--- config.mk ---
export PLATFORM = sky130hd
export DESIGN_NAME = load_store_unit
export DESIGN_NICKNAME = d
export VERILOG_FILES = /design/src/rtl/load_store_unit.sv
export SDC_FILE = /design/constraint.sdc
export NUM_CORES = 1
export LEC_CHECK = 0
export ABC_AREA = 1
export ABC_CLOCK_PERIOD_IN_PS = 2300
export CORE_MARGIN = 3
export CORE_UTILIZATION = 50
export DETAILED_ROUTE_END_ITERATION = 10
export PLACE_DENSITY = 0.81
export SLEW_MARGIN = 20
export SYNTH_ARGS = -nofsm -noshare
export SYNTH_HDL_FRONTEND = slang
export SYNTH_SLANG_ARGS = --single-unit
--- constraint.sdc ---
create_clock -name clk -period 2.3 [get_ports clk]
set_input_delay 0.46 -clock clk [delete_from_list [all_inputs] [get_ports clk]]
set_output_delay 0.46 -clock clk [all_outputs]
set_load 0.005 [all_outputs]
--- src/rtl/load_store_unit.sv ---
// load_store_unit
//   Single-outstanding load/store unit between EX/MEM and a 64-bit,
//   word-addressed, registered-read data memory without byte enables.
//   Sub-doubleword stores are done as read-modify-write.
//   Optional build macro: LSU_MISALIGN_CHECK_EN
//     defined   -> misaligned requests complete with resp_err=1, no memory access
//     undefined -> low address bits below the access size are cleared and the
//                  access proceeds aligned
//   The range check (word index >= MEM_WORDS) is always active.
module load_store_unit #(
  parameter int unsigned MEM_WORDS = 256
) (
  input  logic        clk,
  input  logic        rst,
  input  logic        req_valid,
  output logic        req_ready,
  input  logic        req_we,
  input  logic [1:0]  req_size,
  input  logic        req_unsigned,
  input  logic [63:0] req_addr,
  input  logic [63:0] req_wdata,
  output logic        resp_valid,
  input  logic        resp_ready,
  output logic [63:0] resp_rdata,
  output logic        resp_err,
  output logic [63:0] mem_addr,
  output logic [63:0] mem_wdata,
  output logic        mem_write,
  output logic        mem_read,
  input  logic [63:0] mem_rdata
);

  typedef enum logic [2:0] {
    IDLE,
    RD,
    CAP,
    WR,
    RESP
  } state_t;

  localparam logic [63:0] MEM_WORDS_L = 64'(MEM_WORDS);

  state_t      state_q;
  logic        we_q;
  logic [1:0]  size_q;
  logic        uns_q;
  logic [63:0] addr_q;
  logic [63:0] wdata_q;
  logic [63:0] mem_wdata_q;
  logic [63:0] resp_rdata_q;
  logic        resp_err_q;

  logic [2:0]  req_lowmask;
  logic [63:0] req_addr_al;
  logic        req_oor;
  logic        req_err;

  logic [5:0]  shamt;
  logic [63:0] ld_shift;
  logic [63:0] st_shift;
  logic [7:0]  size_lanes;
  logic [7:0]  lane_sel;
  logic [63:0] resp_rdata_d;
  logic [63:0] mem_wdata_d;

  // Request decode: alignment mask, aligned address and error classification
  always_comb begin
    req_lowmask = 3'b000;
    unique case (req_size)
      2'd0: req_lowmask = 3'b000;
      2'd1: req_lowmask = 3'b001;
      2'd2: req_lowmask = 3'b011;
      2'd3: req_lowmask = 3'b111;
      default: req_lowmask = 3'b000;
    endcase
    req_addr_al = {req_addr[63:3], req_addr[2:0] & ~req_lowmask};
    req_oor     = {3'b000, req_addr[63:3]} >= MEM_WORDS_L;
`ifdef LSU_MISALIGN_CHECK_EN
    req_err     = req_oor | (|(req_addr[2:0] & req_lowmask));
`else
    req_err     = req_oor;
`endif
  end

  // Capture-cycle datapath: load lane extraction/extension and store lane merge
  always_comb begin
    shamt      = {addr_q[2:0], 3'b000};
    ld_shift   = mem_rdata >> shamt;
    st_shift   = wdata_q << shamt;
    size_lanes = 8'h01;
    unique case (size_q)
      2'd0: size_lanes = 8'h01;
      2'd1: size_lanes = 8'h03;
      2'd2: size_lanes = 8'h0F;
      2'd3: size_lanes = 8'hFF;
      default: size_lanes = 8'h01;
    endcase
    // Offsets are always size-aligned here, so the shifted lane mask never wraps
    lane_sel = size_lanes << addr_q[2:0];

    resp_rdata_d = '0;
    unique case (size_q)
      2'd0: resp_rdata_d = uns_q ? {56'b0, ld_shift[7:0]}
                                 : {{56{ld_shift[7]}}, ld_shift[7:0]};
      2'd1: resp_rdata_d = uns_q ? {48'b0, ld_shift[15:0]}
                                 : {{48{ld_shift[15]}}, ld_shift[15:0]};
      2'd2: resp_rdata_d = uns_q ? {32'b0, ld_shift[31:0]}
                                 : {{32{ld_shift[31]}}, ld_shift[31:0]};
      2'd3: resp_rdata_d = ld_shift;
      default: resp_rdata_d = '0;
    endcase

    mem_wdata_d = mem_rdata;
    for (int unsigned k = 0; k < 8; k++) begin
      if (lane_sel[k]) begin
        mem_wdata_d[8*k +: 8] = st_shift[8*k +: 8];
      end
    end
  end

  // Control FSM with request latching and registered response/write data
  always_ff @(posedge clk) begin
    if (rst) begin
      state_q      <= IDLE;
      we_q         <= 1'b0;
      size_q       <= '0;
      uns_q        <= 1'b0;
      addr_q       <= '0;
      wdata_q      <= '0;
      mem_wdata_q  <= '0;
      resp_rdata_q <= '0;
      resp_err_q   <= 1'b0;
    end else begin
      unique case (state_q)
        IDLE: begin
          if (req_valid) begin
            we_q         <= req_we;
            size_q       <= req_size;
            uns_q        <= req_unsigned;
            addr_q       <= req_addr_al;
            wdata_q      <= req_wdata;
            resp_rdata_q <= '0;
            resp_err_q   <= req_err;
            if (req_err) begin
              state_q <= RESP;
            end else if (req_we && (req_size == 2'd3)) begin
              mem_wdata_q <= req_wdata;
              state_q     <= WR;
            end else begin
              state_q <= RD;
            end
          end
        end
        RD: state_q <= CAP;
        CAP: begin
          if (we_q) begin
            mem_wdata_q <= mem_wdata_d;
            state_q     <= WR;
          end else begin
            resp_rdata_q <= resp_rdata_d;
            state_q      <= RESP;
          end
        end
        WR: state_q <= RESP;
        RESP: begin
          if (resp_ready) begin
            state_q <= IDLE;
          end
        end
        default: state_q <= IDLE;
      endcase
    end
  end

  // Outputs decoded from state and latched registers; strobes suppressed on reset edges
  always_comb begin
    req_ready  = (state_q == IDLE) && !rst;
    resp_valid = (state_q == RESP);
    resp_rdata = resp_rdata_q;
    resp_err   = resp_err_q;
    mem_addr   = {3'b000, addr_q[63:3]};
    mem_wdata  = mem_wdata_q;
    mem_read   = (state_q == RD) && !rst;
    mem_write  = (state_q == WR) && !rst;
  end

endmodule

==> results.json <==
{
  "status": "finished clean",
  "grt_use_total_pct": 38.8,
  "core.rowCount": 63,
  "yosys.area.top_type_share_pct": 34.7,
  "synth_ff_type": "dfxtp_1",
  "synthAdderAreaFrac_pct": 0,
  "yosys-mux-area-fraction_pct": 0.0657,
  "cp-startpoint": "state_q[2]",
  "synth-xor-area-share_pct": 0,
  "post_drt_via_cell_ratio": 5.71,
  "grt_remaining_overflow": 0,
  "drt_iter0_markers": 2685,
  "hp-class": "input port to flip-flop",
  "synth_compound_area_share_pct": 15.8,
  "ys_seq_elements": 264,
  "drive_gt1_share_pct": 7.89,
  "synth-edff-count": 0,
  "cts_buffer_depth": 3,
  "clk_latency_ns": 0.58,
  "die_w_um": 181,
  "totalWireLength_mm": 67.1,
  "finalHoldViolCount": 0,
  "yosys.area_share.simple_pct": 37.5,
  "synth.cell_area_um2": 15200,
  "fin_skew_ns": 0.0135,
  "via_count": 18394,
  "yosys.cell_types.count": 37,
  "synth_top_cells_by_count": "nand2_1 (692), nor2_1 (426), dfxtp_1 (264)",
  "grt_pass1_vias": 17247,
  "crit_type": "flip-flop to output port",
  "period_share_pct": 97.1,
  "min_from": "rst",
  "yosysWarnings": 0,
  "clk_pin_slew_ns": 0.06,
  "synth_most_common_cell": "nand2_1",
  "cp.required_ns": 1.84,
  "grt_start_max_net_pins": 113,
  "slew_headroom_pct": 38.3,
  "num_io_pins": 397,
  "dp.cells": 3164,
  "start_util_pct": 51.0,
  "setup_violations": 0,
  "grt_pass1_wl_mm": 101,
  "core_area_um2": 29900,
  "power_leakage_nw": 8.79,
  "critical_path.max_fanout": 4,
  "ff2ff_setup_slack_ns": 0.17,
  "numPortBuffers": 393,
  "n_fill_cell": 2615,
  "htree_levels": 1,
  "drt-wirelength-per-cell_um": 20.8,
  "yosysTopAreaCell": "dfxtp_1",
  "cts_tree": "built",
  "end_kind": "output port",
  "cp-start-kind": "flip-flop",
  "hpwl_mm": 50.8,
  "synthCells": 2498,
  "syn2layout_area_growth_pct": 34.9,
  "fp.dieH_um": 181,
  "postRouteAntennaNets": 0,
  "postCtsHoldBufs": 0,
  "fin_crit_ns": 2.23,
  "antenna_found_initial": 2,
  "finalNonFillerCells": 3219,
  "vdd_drop_max_mv": 0.732,
  "syn_avg_cell_area_um2": 6.10,
  "hold_slack_ns": 0.349,
  "cts_root_buf": "clkbuf_16",
  "final_max_slew_viol_count": 0,
  "nets": 3005,
  "r2r_start": "addr_q[0]",
  "gp_congestion": 1.04,
  "drt_pass1_iterations": 6,
  "power_density_nw_per_um2": 666,
  "route.detailed.drc": 0,
  "cts.sinks": 264,
  "utilization_pct": 68.8,
  "fmax_mhz": 448,
  "synth_top_family_by_area": "simple AND/OR/NAND/NOR gates",
  "tightest_slew_ns": 0.916,
  "postCtsSetupBuffers": 0,
  "async_reset_ff_share_pct": 0,
  "die_area_um2": 32600,
  "cap_violations": 0,
  "arrival_ns": 1.77,
  "synth.area.top_cells": "dfxtp_1 (35%), nand2_1 (17%), nor2_1 (10%)",
  "ys_seq_area_share_pct": 34.7,
  "cts_made_buffers": 29
}
-- area by class of cell --
class                           instances  area (µm²)  area share (%)
Antenna cell                            1        2.50          0.0122
Sequential cell                       264        5290            25.7
Timing Repair Buffer                  509        5030            24.4
Clock buffer                           36         812            3.95
Multi-Input combinational cell       1860        8160            39.7
Clock inverter                         18         248            1.20
Tap cell                              390         488            2.37
Inverter                              141         538            2.62
-- report_power, final --
part / internal, mW / switching (mW)
clock network: 3.08 / 2.06
logic: 1.38 / 2.10
registers: 4.86 / 0.215
-- worst paths after layout --
path,endpoint,cells past startpoint
max reg2reg,mem_wdata[49],11
max,resp_valid,3
min,mem_wdata[6],3
min reg2reg,resp_rdata[41],2
-- layer usage --
metal  GRT usage (%)  part of all wire, %  vias to the layer above
li1                -                    -                     8561
met1            50.5                   38                     8447
met2            63.0                   45                     1182
met3            7.53                   11                      202
met4            17.0                  5.3                        2
met5               0                0.016                        -
-- worst max-delay path, stage by stage, from the launching register on --
cell	delay, ns
dfxtp_1	0.36
inv_2	0.08
nor3_1	0.21
clkdlybuf4s50_1	0.55
-- cell usage in the layout, fill, tap and decap left out, types with 9 or more instances in the layout --
cell             instances
nand2_1                692
nor2_1                 426
clkdlybuf4s50_1        389
dfxtp_1                262
nand3_1                227
o21ai_0                225
a21oi_1                178
inv_1                  126
buf_4                   97
clkbuf_16               29
o211ai_1                24
or2_2                   19
buf_12                  18
inv_2                   10
o21ai_1                  9
-- what timing repair did --
action,4_1_cts,5_1_grt
resized for setup,3,2
gates cloned,0,0
setup endpoints to repair,2,4
-- cells by family after synthesis --
group | count (synthesis)
and+or+nand+nor | 1397
buffers and inverters | 376
AOI/OAI and AO/OA | 459
DFF | 264
other | 1
muxes | 1
-- stage by stage --
step                      setup WS [ns]  setup TNS (ns)  area, µm²  power (mW)
after global placement         -0.00758         -0.0192      19500        8.49
after global routing           -0.00293        -0.00293      20600        14.2
after detailed placement        -0.0814           -2.24      19500        8.52
final                            0.0662               0      20600        13.7
after CTS                        0.0342               0      20600        13.6
after floorplan                   0.558               0      15300        7.01
-- state kept, by name (all words and copies together), names as in the netlist --
register and cells:
addr_q 64, mem_wdata 64, resp_err 1, resp_rdata 64, size_q 2, state_q 3
uns_q 1, wdata_q 64, we_q 1
Power figures use the tool's default switching activity.
